===== config.mk =====
export PLATFORM = sky130hd
export DESIGN_NAME = regfile_sequencer
export DESIGN_NICKNAME = d
export VERILOG_FILES = /design/src/rtl/regfile_sequencer_pkg.sv /design/src/rtl/regfile_sequencer_alu_4.sv /design/src/rtl/regfile_sequencer.sv
export SDC_FILE = /design/constraint.sdc
export NUM_CORES = 1
export LEC_CHECK = 0
export ABC_CLOCK_PERIOD_IN_PS = 3800
export BUFFER_PORTS_ARGS = -buffer_cell sky130_fd_sc_hd__clkbuf_2
export CAP_MARGIN = 20
export CORE_MARGIN = 2
export CORE_UTILIZATION = 40
export DETAILED_ROUTE_END_ITERATION = 16
export GPL_TIMING_DRIVEN = 1
export SYNTH_ARGS = -nofsm -noshare
export SYNTH_HDL_FRONTEND = slang
export SYNTH_SLANG_ARGS = --single-unit

===== constraint.sdc =====
create_clock -name clk -period 3.8 [get_ports clk]
set_clock_uncertainty 0.15 [all_clocks]
set_input_delay 0.19 -clock clk [delete_from_list [all_inputs] [get_ports clk]]
set_output_delay 0.19 -clock clk [all_outputs]
set_load 0.03 [all_outputs]

===== src/rtl/regfile_sequencer_pkg.sv =====
`default_nettype none
// ============================================================================
// Module      : regfile_sequencer_pkg
// Description : Shared opcodes, FSM state encoding and instruction field
//               positions for the register-file micro-sequencer.
// Revision    : 1.0 - initial release
// ============================================================================
package regfile_sequencer_pkg;

    // Opcode field values
    typedef enum logic [1:0] {
        OP_LDI = 2'b00,
        OP_ADD = 2'b01,
        OP_SUB = 2'b10,
        OP_MOV = 2'b11
    } opcode_t;

    // Sequencer states
    typedef enum logic [2:0] {
        ST_IDLE   = 3'd0,
        ST_READ_A = 3'd1,
        ST_READ_B = 3'd2,
        ST_EXEC   = 3'd3,
        ST_WRITE  = 3'd4
    } state_t;

    // Instruction field LSB positions: [7:6] op, [5:4] rd, [3:2] ra, [1:0] rb, [3:0] imm
    localparam int c_OPC_LSB = 6;
    localparam int c_OPC_W   = 2;
    localparam int c_RD_LSB  = 4;
    localparam int c_RA_LSB  = 2;
    localparam int c_RB_LSB  = 0;
    localparam int c_IMM_LSB = 0;

endpackage : regfile_sequencer_pkg
`default_nettype wire


===== src/rtl/regfile_sequencer_alu_4.sv =====
`default_nettype none
// ============================================================================
// Module      : alu_4
// Description : Combinational ALU for the sequencer: load-immediate, add with
//               carry-out, subtract with borrow-out, and move.
// Revision    : 1.0 - initial release
// ============================================================================
module alu_4
    import regfile_sequencer_pkg::*;
#(
    parameter int DATA_W = 4
) (
    input  opcode_t           op,
    input  logic [DATA_W-1:0] a,
    input  logic [DATA_W-1:0] b,
    input  logic [DATA_W-1:0] imm,
    output logic [DATA_W-1:0] y,
    output logic              cout
);

    logic [DATA_W:0] w_sum;
    logic [DATA_W:0] w_diff;

    // One extra bit catches the carry; for subtraction it is the borrow (a < b)
    assign w_sum  = {1'b0, a} + {1'b0, b};
    assign w_diff = {1'b0, a} - {1'b0, b};

    // Select the result and flag for the current opcode
    always_comb begin
        y    = '0;
        cout = 1'b0;
        unique case (op)
            OP_LDI: y = imm;
            OP_ADD: begin
                y    = w_sum[DATA_W-1:0];
                cout = w_sum[DATA_W];
            end
            OP_SUB: begin
                y    = w_diff[DATA_W-1:0];
                cout = w_diff[DATA_W];
            end
            OP_MOV: y = a;
            default: y = '0;
        endcase
    end

endmodule : alu_4
`default_nettype wire


===== src/rtl/regfile_sequencer.sv =====
`default_nettype none
// ============================================================================
// Module      : regfile_sequencer
// Description : Micro-sequencer in front of a 4x4 register file. Accepts one
//               8-bit instruction per handshake, reads operands serially
//               through the single read port, executes on alu_4 and writes
//               the result back. Result, carry, zero and a done pulse are
//               exported.
// Revision    : 1.0 - initial release
// ============================================================================
module regfile_sequencer
    import regfile_sequencer_pkg::*;
#(
    parameter int DATA_W  = 4,
    parameter int ADDR_W  = 2,
    parameter int INSTR_W = 8
) (
    input  logic               clk,
    input  logic               clr,
    input  logic               instr_valid,
    output logic               instr_ready,
    input  logic [INSTR_W-1:0] instr,
    output logic               rf_write,
    output logic [ADDR_W-1:0]  rf_wr_address,
    output logic [ADDR_W-1:0]  rf_r_address,
    output logic [DATA_W-1:0]  rf_wdata,
    input  logic [DATA_W-1:0]  rf_rdata,
    output logic [DATA_W-1:0]  result,
    output logic               carry,
    output logic               zero,
    output logic               done
);

    state_t            r_state;
    state_t            w_state_nxt;
    logic              w_idle;
    logic              w_accept;
    opcode_t           w_instr_op;

    opcode_t           r_op;
    logic [ADDR_W-1:0] r_rd;
    logic [ADDR_W-1:0] r_ra;
    logic [ADDR_W-1:0] r_rb;
    logic [DATA_W-1:0] r_imm;
    logic [DATA_W-1:0] r_op_a;
    logic [DATA_W-1:0] r_op_b;
    logic [DATA_W-1:0] r_alu_q;
    logic [DATA_W-1:0] r_result;
    logic              r_carry;
    logic              r_zero;
    logic              r_done;

    logic [DATA_W-1:0] w_alu_y;
    logic              w_alu_cout;

    assign w_instr_op = opcode_t'(instr[c_OPC_LSB +: c_OPC_W]);

    // State register
    always_ff @(posedge clk or negedge clr) begin
        if (!clr) begin
            r_state <= ST_IDLE;
        end else begin
            r_state <= w_state_nxt;
        end
    end

    // Next state and register-file port decode; ports depend on state and latched fields only
    always_comb begin
        w_state_nxt   = r_state;
        w_idle        = 1'b0;
        w_accept      = 1'b0;
        rf_write      = 1'b0;
        rf_wr_address = '0;
        rf_r_address  = '0;
        rf_wdata      = '0;
        unique case (r_state)
            ST_IDLE: begin
                w_idle = 1'b1;
                if (instr_valid) begin
                    w_accept    = 1'b1;
                    w_state_nxt = (w_instr_op == OP_LDI) ? ST_EXEC : ST_READ_A;
                end
            end
            ST_READ_A: begin
                rf_r_address = r_ra;
                w_state_nxt  = (r_op == OP_MOV) ? ST_EXEC : ST_READ_B;
            end
            ST_READ_B: begin
                rf_r_address = r_rb;
                w_state_nxt  = ST_EXEC;
            end
            ST_EXEC: begin
                w_state_nxt = ST_WRITE;
            end
            ST_WRITE: begin
                rf_write      = 1'b1;
                rf_wr_address = r_rd;
                rf_wdata      = r_alu_q;
                w_state_nxt   = ST_IDLE;
            end
            default: w_state_nxt = ST_IDLE;
        endcase
    end

    // Ready is masked while clr is held so every output reads 0 during reset
    assign instr_ready = w_idle & clr;

    alu_4 #(
        .DATA_W (DATA_W)
    ) u_alu (
        .op   (r_op),
        .a    (r_op_a),
        .b    (r_op_b),
        .imm  (r_imm),
        .y    (w_alu_y),
        .cout (w_alu_cout)
    );

    // Instruction latch, operand capture, execute and write-back registers
    always_ff @(posedge clk or negedge clr) begin
        if (!clr) begin
            r_op     <= OP_LDI;
            r_rd     <= '0;
            r_ra     <= '0;
            r_rb     <= '0;
            r_imm    <= '0;
            r_op_a   <= '0;
            r_op_b   <= '0;
            r_alu_q  <= '0;
            r_result <= '0;
            r_carry  <= 1'b0;
            r_zero   <= 1'b0;
            r_done   <= 1'b0;
        end else begin
            r_done <= (r_state == ST_WRITE);
            if (w_accept) begin
                r_op  <= w_instr_op;
                r_rd  <= instr[c_RD_LSB  +: ADDR_W];
                r_ra  <= instr[c_RA_LSB  +: ADDR_W];
                r_rb  <= instr[c_RB_LSB  +: ADDR_W];
                r_imm <= instr[c_IMM_LSB +: DATA_W];
            end
            if (r_state == ST_READ_A) begin
                r_op_a <= rf_rdata;
            end
            if (r_state == ST_READ_B) begin
                r_op_b <= rf_rdata;
            end
            if (r_state == ST_EXEC) begin
                r_alu_q <= w_alu_y;
                r_zero  <= (w_alu_y == '0);
                // LDI and MOV leave the previous carry untouched
                if ((r_op == OP_ADD) || (r_op == OP_SUB)) begin
                    r_carry <= w_alu_cout;
                end
            end
            if (r_state == ST_WRITE) begin
                r_result <= r_alu_q;
            end
        end
    end

    assign result = r_result;
    assign carry  = r_carry;
    assign zero   = r_zero;
    assign done   = r_done;

endmodule : regfile_sequencer
`default_nettype wire


==> PnR_summary.wiki, run 1 <==
{| class="wikitable"
! Metric !! Value
|-
| Global-route wire length before repair || 5.77 mm
|-
| Clock tree root buffer cell || sky130_fd_sc_hd__clkbuf_8
|-
| Tightest Hold Check Type || input pin to register
|-
| Mean instance size in the synthesized netlist || 10.5 µm²
|-
| Number of levels in the clock H-tree || 2
|-
| Area added between synthesis and finish || 26.6%
|-
| Later-pin clock latency in the skew report || 0.28 ns
|-
| Largest net degree at the start of global routing || 32
|-
| Largest driver fanout on the critical path || 13
|-
| Final clock period utilization by the worst path || 57.5%
|-
| Total power consumption of the routed design || 2.06 mW
|-
| Number of flip-flops and latches in the synthesized netlist || 30
|-
| CTS sink count || 30
|-
| Total clock buffers created by CTS || 5
|-
| Kind of start point of the critical path || register
|-
| Die W || 68.8 µm
|-
| Critical register-to-register path endpoint || zero
|-
| Crit path required time || 3.46 ns
|-
| Final GP Congestion || 0.798
|-
| Core Region || 4030 µm²
|-
| Count of yosys warnings during synthesis || 0
|-
| Number of instances in the synthesized netlist || 160
|-
| Category of the most critical setup path || register to output pin
|-
| Most crowded layer after global routing || met2
|-
| Hold Crit Depth || 3
|-
| RSZ-0062 raised after global routing || no
|-
| Remaining routing DRC violations || 0
|-
| Post-route antenna net violation count || 0
|-
| Share of layout cells above drive strength 1 || 26.8%
|-
| Port buffer count || 31
|-
| Outcome || finished, final reports clean
|-
| Vias per cell || 5.10
|-
| Worst IR Drop VDD || 0.474 mV
|-
| Launching element of the worst setup path || r_state[2]
|-
| Reg-to-reg startpoint || r_op_a[2]
|-
| Number of optimization iterations in the first detailed-route pass || 4
|-
| Fraction of synthesized cell area taken by the top area cell type || 44.7%
|-
| Via Count || 1300
|-
| Slew Limit Fails || 0
|-
| Initial cell density of the core || 41.6%
|-
| Post-CTS Resized || 0
|-
| Sequential element share of the synthesized area || 44.7%
|-
| Net total in the final layout || 233
|-
| Nature of the critical path endpoint || output pin
|-
| Primary flip-flop cell chosen by synthesis mapping || sky130_fd_sc_hd__dfrtp_1
|-
| Mapped Area || 1680 µm²
|-
| Most numerous cell in the Yosys netlist || sky130_fd_sc_hd__dfrtp_1
|-
| I/O pin count || 32
|-
| Number of buffers added to fix hold violations after cts || 12
|-
| Buffers from clock root to sink, at most || 2
|-
| Measured slew at the worst slew-check pin || 0.766 ns
|-
| Die outline height || 68.8 µm
|-
| Routed wirelength normalized by instance count || 14.0 µm
|-
| Pwr dens || 971 nW/µm²
|-
| TritonCTS clock tree || yes
|-
| Diode count || 0
|-
| Grt met2 use || 26.1%
|-
| Async S/R FF share, synth || 100%
|-
| GRT met1 Usage || 22.8%
|-
| Clock-pin transition on the worst setup and hold timing paths || 0.06 ns
|-
| Post-Synthesis Net Count || 189
|-
| Setup fix buffers added after clock tree synthesis || 0
|-
| Overflow left after global routing || 0
|-
| Final WL || 3.57 mm
|-
| Number of global-route vias before repair || 1217
|-
| DIE AREA || 4730 µm²
|-
| Reg2reg path depth || 6
|-
| Worst-case register-to-register setup slack || 1.63 ns
|-
| Maximum achievable frequency || 0.457 GHz
|-
| Final setup fails || 0
|-
| Count of flip-flops with a built-in enable after synthesis || 0
|-
| Aggregate negative setup slack || 0 ns
|-
| Number of library cell types mapped by synthesis || 43
|-
| Final worst path period need || 2.19 ns
|-
| Number of DRC violations after detailed-routing iteration 0 || 24
|-
| Cell types with the highest counts after synthesis || sky130_fd_sc_hd__dfrtp_1 (30), sky130_fd_sc_hd__nand2_1 (15), sky130_fd_sc_hd__inv_1 (13)
|-
| Max-cap violation count || 0
|-
| Crit path to || rf_r_address[0]
|-
| Standard-cell rows || 23
|-
| Routing usage on met3 || 4.38%
|-
| Antenna violations before repair || 0
|-
| Yosys top cell by area || sky130_fd_sc_hd__dfrtp_1
|-
| Leading cell types by total area after synthesis || sky130_fd_sc_hd__dfrtp_1 (45%), sky130_fd_sc_hd__ha_1 (8.9%), sky130_fd_sc_hd__mux2_2 (6.0%), sky130_fd_sc_hd__o21ai_0 (3.6%), sky130_fd_sc_hd__nand2_1 (3.4%)
|-
| Cell leakage power || 1.06 nW
|-
| Hold Fails Final Rpt || 0
|-
| Total GRT Usage || 16.9%
|-
| Worst rel slew slack || 49.0%
|-
| DP Wirelength || 2.67 mm
|-
| Worst EP arrival || 1.85 ns
|}
-- critical path: stages (launching register included) --
cell                       delay, ns
sky130_fd_sc_hd__dfrtp_1        0.52
sky130_fd_sc_hd__nor3b_2        0.59
sky130_fd_sc_hd__a22o_1         0.25
sky130_fd_sc_hd__clkbuf_2       0.20
-- sequential cells by signal, summed over array words and instances (netlist names) --
name,count
r_op,2
r_op_a,4
r_rb,1
carry,1
r_op_b,4
r_alu_q,4
r_ra,2
zero,1
r_imm,1
done,1
r_state,3
r_rd,2
result,4
-- metal layers --
metal  wire length, µm  vias up
met2              1660       25
met1              1670      630
met5                 0        -
met3               169        5
li1                  -      640
met4                61        0
-- through the flow --
step / hold slack, ns / setup WS [ns] / util, % / cell area [µm²] / cells
CTS: 0.00558 / 1.60 / 52.7 / 2120 / 255
finish: 0.00647 / 1.61 / 52.7 / 2120 / 255
floorplan: -0.256 / 1.82 / - / 1680 / 160
global placement: 0.143 / 1.64 / 46.2 / 1860 / 235
global route: 0.0117 / 1.48 / 52.7 / 2120 / 255
detailed placement: 0.158 / 1.66 / 46.2 / 1860 / 235
-- worst min path at each step --
stage	startpoint	to	slack, ns
floorplan	clr	carry	-0.26
global placement	clr	r_op_a[1]	0.14
detailed placement	clr	r_op_b[1]	0.16
CTS	instr[7]	r_op[1]	0.006
global route	instr[7]	r_op[1]	0.01
finish	instr[7]	r_op[1]	0.006
-- cell families after synthesis --
logic type                 synth area share (%)
AOI/OAI and AO/OA                          15.7
xor gates and xnor gates                   1.04
adders and majority gates                  11.3
buffers and inverters                      5.15
DFF                                        44.7
muxes                                      7.23
and+or+nand+nor                            14.8
-- cells in the final DEF, fill, tap and decap left out, types with 2 or more instances in the layout --
cell / instances
sky130_fd_sc_hd__a211oi_1: 2
sky130_fd_sc_hd__a21o_1: 5
sky130_fd_sc_hd__a21oi_1: 2
sky130_fd_sc_hd__a22o_1: 2
sky130_fd_sc_hd__and2_1: 2
sky130_fd_sc_hd__and3_1: 6
sky130_fd_sc_hd__bufinv_16: 2
sky130_fd_sc_hd__clkbuf_2: 31
sky130_fd_sc_hd__clkbuf_8: 6
sky130_fd_sc_hd__dfrtp_1: 30
sky130_fd_sc_hd__dlygate4sd3_1: 12
sky130_fd_sc_hd__fa_1: 2
sky130_fd_sc_hd__ha_1: 12
sky130_fd_sc_hd__inv_1: 13
sky130_fd_sc_hd__mux2_2: 9
sky130_fd_sc_hd__mux2i_1: 2
sky130_fd_sc_hd__nand2_1: 15
sky130_fd_sc_hd__nand2b_1: 4
sky130_fd_sc_hd__nand3b_1: 2
sky130_fd_sc_hd__nor2_1: 8
sky130_fd_sc_hd__nor3_1: 2
sky130_fd_sc_hd__nor3b_2: 2
sky130_fd_sc_hd__o21a_1: 2
sky130_fd_sc_hd__o21ai_0: 12
-- power by group --
part / total, mW / leakage, nW / switching [mW] / internal, mW
combinational: 1.04 / 0.621 / 0.599 / 0.445
sequential: 0.619 / 0.369 / 0.143 / 0.476
clock: 0.399 / 0.0714 / 0.119 / 0.280
-- layout make-up --
class | count | area (µm²)
multi-input combinational | 110 | 841
clock buffer | 6 | 82.6
inverter | 14 | 52.6
timing repair buffer | 43 | 275
fill | 385 | 1900
sequential | 30 | 751
tap | 50 | 62.6
clock inverter | 2 | 60.1
Note: power is estimated with default switching activity, not from simulation.
==> inputs of run 2 (changes only) <==
Settings changed: ABC_CLOCK_PERIOD_IN_PS 3800 to 2300.
Clock period 3.8 ns to 2.3 ns, I/O delays scaled along.
==> run 2 against run 1 <==
Routed wire length rose by 1.3%. Die area is the same. Global-route usage is 0.55 points higher. Final cell count up 2.0%. Critical path depth up 5. Largest power group unchanged. First-iteration DRC count up 46%. Via count increased by 0.38%. Worst hold slack better by 0.030 ns. Utilization up 0.16 points. Flip-flop and latch count is the same. Register-to-register slack got worse by 1.5 ns.
==> PnR_summary.wiki, run 2 (synthesis gave the netlist of run 1 again) <==
{| class="wikitable"
! Metric !! Value
|-
| Outcome || finished, final reports clean
|-
| Diode count || 0
|-
| Clock-pin transition on the worst setup and hold timing paths || 0.06 ns
|-
| Buffers from clock root to sink, at most || 2
|-
| Routed wirelength normalized by instance count || 13.9 µm
|-
| Worst rel slew slack || 69.7%
|-
| I/O pin count || 32
|-
| Crit path required time || 2.32 ns
|-
| Cell-by-cell trace of the critical path || inv_1, ha_1, fa_1, xnor2_1, a22oi_1, o211ai_1, o22ai_1, o31a_1
|-
| Kind of start point of the critical path || register
|-
| Final WL || 3.62 mm
|-
| Vias per cell || 5.02
|-
| Share of layout cells above drive strength 1 || 27.6%
|-
| Slew Limit Fails || 0
|-
| Final Instance Area || 2130 µm²
|-
| Global-route wire length before repair || 5.92 mm
|-
| Pre-CTS setup slack || 0.160 ns
|-
| Maximum achievable frequency || 0.467 GHz
|-
| Overflow left after global routing || 0
|-
| Final GP Congestion || 0.787
|-
| Cell leakage power || 1.07 nW
|-
| Number of levels in the clock H-tree || 2
|-
| Total GRT Usage || 17.5%
|-
| Final setup fails || 0
|-
| Area added between synthesis and finish || 27.0%
|-
| Number of cells after detailed placement || 238
|-
| Post-place instance area || 1880 µm²
|-
| Pwr dens || 1560 nW/µm²
|-
| Clock tree root buffer cell || sky130_fd_sc_hd__clkbuf_8
|-
| Final worst path period need || 2.14 ns
|-
| TritonCTS clock tree || yes
|-
| Number of optimization iterations in the first detailed-route pass || 4
|-
| Later-pin clock latency in the skew report || 0.28 ns
|-
| Standard-cell rows || 23
|-
| Remaining routing DRC violations || 0
|-
| Port buffer count || 31
|-
| Final clock period utilization by the worst path || 93.1%
|-
| DIE AREA || 4730 µm²
|-
| Die W || 68.8 µm
|-
| Tightest Hold Check Type || input pin to register
|-
| Hold Fails Final Rpt || 0
|-
| Total power consumption of the routed design || 3.32 mW
|-
| Via Count || 1305
|-
| Number of global-route vias before repair || 1255
|-
| Die outline height || 68.8 µm
|-
| Measured slew at the worst slew-check pin || 0.454 ns
|-
| Antenna violations before repair || 0
|-
| Most used cells in the layout excluding fill and tap cells || sky130_fd_sc_hd__clkbuf_2 (31), sky130_fd_sc_hd__dfrtp_1 (30), sky130_fd_sc_hd__nand2_1 (15), sky130_fd_sc_hd__inv_1 (13), sky130_fd_sc_hd__dlygate4sd3_1 (13)
|-
| Most common cell after layout, fill and taps aside || sky130_fd_sc_hd__clkbuf_2
|-
| Total clock buffers created by CTS || 5
|-
| Fillers || 384
|-
| Post-route antenna net violation count || 0
|-
| Category of the most critical setup path || register to register
|-
| Post-layout worst setup margin || 0.159 ns
|-
| Nature of the critical path endpoint || register
|-
| CTS sink count || 30
|-
| Worst IR Drop VDD || 0.597 mV
|-
| Number of DRC violations after detailed-routing iteration 0 || 35
|-
| Core Region || 4030 µm²
|-
| Final instance count without filler cells || 260
|-
| DP Wirelength || 2.74 mm
|-
| Worst EP arrival || 2.16 ns
|-
| Net total in the final layout || 238
|-
| Largest driver fanout on the critical path || 3
|-
| Maximum single-stage delay on the critical path || 0.41 ns
|-
| Initial cell density of the core || 41.6%
|-
| Critical Path Slowest Stage Cell || sky130_fd_sc_hd__fa_1
|-
| Aggregate negative setup slack || 0 ns
|-
| Largest net degree at the start of global routing || 31
|-
| Max-cap violation count || 0
|}
[run 2: cell types whose count changed in the layout (fill, tap and decap cells not counted), sizes merged]
cell,change
buf,+4
bufinv,-1
clkbuf,+1
dlygate4sd3,+1
[run 2: per-layer routing]
metal  GRT usage (%)  wire length (µm)  vias to the layer above
met5               0                 0                        -
li1                -                 -                      650
met2            27.3              1700                       30
met4            5.15                55                        0
met3            5.19               211                        5
met1            23.6              1650                      620
[run 2: final cells by class]
| cell class | count | area [µm²] | area share [%] |
|---|---|---|---|
| clock inverters | 1 | 30.0 | 1.41 |
| multi-input cells | 110 | 843 | 39.6 |
| well taps | 50 | 62.6 | 2.94 |
| clock buffers | 7 | 76.3 | 3.58 |
| inverters | 14 | 52.6 | 2.47 |
| flip-flops and latches | 30 | 751 | 35.2 |
| repair buffers | 48 | 315 | 14.8 |
[run 2: repair_timing]
item / CTS / global route
hold buffers: 13 / 0
setup buffers: 0 / 1
endpoints found under the hold margin: 46 / 0
resized for setup: 0 / 1
endpoints found under the setup margin: 0 / 1
[run 2: worst max-delay path: cells and delay by family (launching register included)]
family | cells | cell delay [ns]
adder cells (fa/ha/maj) | 2 | 0.66
AO/OA/AOI/OAI | 4 | 0.59
buffers and inverters | 1 | 0.07
flip-flops | 1 | 0.37
XOR/XNOR | 1 | 0.19
[run 2: worst paths after layout]
check | end | startpoint | slack [ns] | depth (start not counted)
setup / recovery | zero | r_op_a[0] | 0.16 | 8
setup reg to reg | zero | r_op_a[0] | 0.16 | 8
hold / removal | r_state[0] | instr_valid | 0.04 | 3
min in group asynchronous | r_op[0] | clr | 0.25 | 3
max in group asynchronous | r_op_a[1] | clr | 1.46 | 3
hold reg to reg | r_alu_q[0] | r_alu_q[0] | 0.32 | 2
[run 2: through the flow]
step	utilization [%]	hold WS [ns]
floorplan	-	-0.331
detailed placement	46.8	0.0407
CTS	52.6	0.0363
finish	52.9	0.0368
global placement	46.8	0.0237
global route	52.9	0.0896
[run 2: power breakdown]
part / switching (mW) / internal [mW]
sequential: 0.229 / 0.788
combinational: 1.01 / 0.779
clock: 0.190 / 0.324
total: 1.43 / 1.89
==> inputs of run 3 (changes only) <==
Settings changed: ABC_AREA set to 1, CORE_UTILIZATION 40 to 49, PLACE_DENSITY set to 0.72.
==> run 3 against run 2 <==
Synthesized area grew 2.6%. Sequential power shrank 6%. Maximum frequency up 8.4%.
==> PnR_summary.wiki, run 3 <==
{| class="wikitable"
! Metric !! Value
|-
| Outcome || finished, final reports clean
|-
| Share of layout cells above drive strength 1 || 22.0%
|-
| Vias per cell || 4.68
|-
| Mapped Area || 1720 µm²
|-
| Number of flip-flops and latches in the synthesized netlist || 30
|-
| Maximum achievable frequency || 0.506 GHz
|-
| Final setup fails || 0
|-
| Total clock buffers created by CTS || 5
|-
| Number of optimization iterations in the first detailed-route pass || 4
|-
| Fin util || 63.1%
|-
| Routed wirelength normalized by instance count || 11.2 µm
|-
| Number of global-route vias before repair || 1356
|-
| Final GP Congestion || 0.855
|-
| Clock-pin transition on the worst setup and hold timing paths || 0.10 ns
|-
| DIE AREA || 4000 µm²
|-
| Max-cap violation count || 0
|-
| Global-route wire length before repair || 6.15 mm
|-
| Overflow left after global routing || 0
|-
| Final WL || 3.41 mm
|-
| Leading cell types by total area after synthesis || sky130_fd_sc_hd__dfrtp_1 (44%), sky130_fd_sc_hd__ha_1 (8.7%), sky130_fd_sc_hd__nand2_1 (8.5%), sky130_fd_sc_hd__inv_1 (8.3%), sky130_fd_sc_hd__a21oi_1 (4.4%)
|-
| Most used cells in the layout excluding fill and tap cells || sky130_fd_sc_hd__nand2_1 (39), sky130_fd_sc_hd__inv_1 (38), sky130_fd_sc_hd__clkbuf_2 (31), sky130_fd_sc_hd__dfrtp_1 (30), sky130_fd_sc_hd__nor2_1 (18)
|-
| Buffers from clock root to sink, at most || 2
|-
| RSZ-0062 raised after global routing || no
|-
| Yosys top cell by area || sky130_fd_sc_hd__dfrtp_1
|-
| Number of instances in the synthesized netlist || 207
|-
| Kind of start point of the critical path || register
|-
| Count of flip-flops with a built-in enable after synthesis || 0
|-
| Antenna violations before repair || 0
|-
| Area added between synthesis and finish || 23.3%
|-
| Nature of the critical path endpoint || register
|-
| Hold Slack || 0.223 ns
|-
| Count of yosys warnings during synthesis || 0
|-
| Switch Pwr || 1.47 mW
|-
| TritonCTS clock tree || yes
|-
| Cell leakage power || 1.15 nW
|-
| Final clock period utilization by the worst path || 85.9%
|-
| I/O pin count || 32
|-
| Clock tree root buffer cell || sky130_fd_sc_hd__clkbuf_4
|-
| Post-Synthesis Net Count || 236
|-
| Later-pin clock latency in the skew report || 0.32 ns
|-
| Diode count || 0
|-
| DP Wirelength || 2.52 mm
|-
| Largest driver fanout on the critical path || 4
|-
| Final worst path period need || 1.98 ns
|-
| Number of levels in the clock H-tree || 2
|-
| Setup fix buffers added after clock tree synthesis || 0
|-
| Slew Limit Fails || 0
|-
| Total GRT Usage || 19.9%
|-
| Cell types with the highest counts after synthesis || sky130_fd_sc_hd__nand2_1 (39), sky130_fd_sc_hd__inv_1 (38), sky130_fd_sc_hd__dfrtp_1 (30)
|-
| Number of DRC violations after detailed-routing iteration 0 || 53
|-
| Power share of the combinational group || 56.4%
|-
| Total power consumption of the routed design || 2.97 mW
|-
| Remaining routing DRC violations || 0
|-
| Via Count || 1428
|-
| Mean instance size in the synthesized netlist || 8.32 µm²
|-
| Post-layout worst setup margin || 0.324 ns
|-
| Core Region || 3360 µm²
|-
| Hold Fails Final Rpt || 0
|-
| Die outline height || 63.3 µm
|-
| Most common cell after layout, fill and taps aside || sky130_fd_sc_hd__nand2_1
|-
| Standard-cell rows || 21
|-
| Fraction of power consumed by sequential logic || 32.4%
|-
| Aggregate negative setup slack || 0 ns
|-
| Port buffer count || 31
|-
| Primary flip-flop cell chosen by synthesis mapping || sky130_fd_sc_hd__dfrtp_1
|-
| Int Pwr || 1.50 mW
|-
| Tightest Hold Check Type || input pin to async pin
|-
| Measured slew at the worst slew-check pin || 0.373 ns
|-
| Number of library cell types mapped by synthesis || 22
|-
| Sequential element share of the synthesized area || 43.6%
|-
| Number of buffers added to fix hold violations after cts || 14
|-
| Pwr dens || 1400 nW/µm²
|-
| Pre-CTS setup slack || 0.346 ns
|-
| Power share of the clock group || 11.2%
|-
| Most numerous cell in the Yosys netlist || sky130_fd_sc_hd__nand2_1
|-
| Initial cell density of the core || 51.2%
|-
| Async S/R FF share, synth || 100%
|-
| Crit path required time || 2.42 ns
|-
| CTS sink count || 30
|-
| Post-CTS Resized || 0
|-
| Die W || 63.3 µm
|-
| Worst IR Drop VDD || 0.800 mV
|-
| Net total in the final layout || 287
|-
| Category of the most critical setup path || register to register
|-
| Proportion of total power due to net switching || 49.5%
|-
| Largest net degree at the start of global routing || 31
|-
| Fraction of synthesized cell area taken by the top area cell type || 43.6%
|-
| Post-route antenna net violation count || 0
|-
| Worst EP arrival || 2.10 ns
|-
| Worst rel slew slack || 75.1%
|}
[run 3: cell types whose count changed after synthesis, moves of 9 or more]
cell	delta
sky130_fd_sc_hd__mux2_2	-9
sky130_fd_sc_hd__nand3_1	+9
sky130_fd_sc_hd__a21oi_1	+13
sky130_fd_sc_hd__inv_1	+25
sky130_fd_sc_hd__nand2_1	+24
sky130_fd_sc_hd__nor2_1	+10
[run 3: area by class of cell]
type	count	area [µm²]
Clock buffer	6	51.3
Clock inverter	2	12.5
Fill cell	323	1240
Inverter	42	158
Multi-Input combinational cell	133	791
Sequential cell	30	751
Tap cell	46	57.6
Timing Repair Buffer	46	303
[run 3: power by group through the flow]
stage               combinational, mW  clock [mW]  sequential (mW)
floorplan                        1.24           0             1.01
global placement                 1.64           0            0.962
detailed placement               1.65           0            0.974
CTS                              1.68       0.341            0.963
global route                     1.93       0.368            0.998
finish                           1.68       0.333            0.963
[run 3: final timing paths]
| path | start | to | slack [ns] | cells after the start |
|---|---|---|---|---|
| max | r_op_a[0] | zero | 0.32 | 11 |
| min | clr | r_op_b[1] | 0.22 | 3 |
| max reg2reg | r_op_a[0] | zero | 0.32 | 11 |
| min reg2reg | result[2] | result[2] | 0.34 | 2 |
| max in group asynchronous | clr | r_imm[1] | 1.50 | 3 |
| min in group clk | result[2] | result[2] | 0.34 | 2 |
[run 3: logic make-up (layout without fill, tap and decap cells)]
group / Yosys count / count (layout) / share of synthesized area (%)
simple gates: 78 / 78 / 20.9
flops: 30 / 30 / 43.6
compound gates: 41 / 41 / 14.0
buf+inv: 44 / 96 / 10.5
fa+ha+maj: 14 / 14 / 11.0
[run 3: worst max-delay path, stage by stage, from the launching register on]
cell                       delay [ns]
sky130_fd_sc_hd__dfrtp_1         0.39
sky130_fd_sc_hd__inv_1           0.06
sky130_fd_sc_hd__ha_1            0.22
sky130_fd_sc_hd__fa_1            0.48
sky130_fd_sc_hd__inv_1           0.04
sky130_fd_sc_hd__nand2_1         0.04
sky130_fd_sc_hd__o21ai_0         0.08
sky130_fd_sc_hd__o21bai_1        0.17
sky130_fd_sc_hd__nand3_1         0.09
sky130_fd_sc_hd__nor2_1          0.11
sky130_fd_sc_hd__nand2_1         0.06
sky130_fd_sc_hd__nand2_1         0.05
[run 3: metal layers]
layer	global-route usage [%]	vias to the layer above	share of wire, %
li1	-	756	-
met1	25.2	638	46
met2	32.6	30	48
met3	5.18	4	4.4
met4	7.61	0	1.6
met5	0	-	0
[run 3: per-stage QoR]
stage | cells | area (µm²)
6_report | 305 | 2120
3_5_place_dp | 283 | 1920
2_1_floorplan | 207 | 1720
5_1_grt | 305 | 2120
4_1_cts | 305 | 2120
3_3_place_gp | 283 | 1920
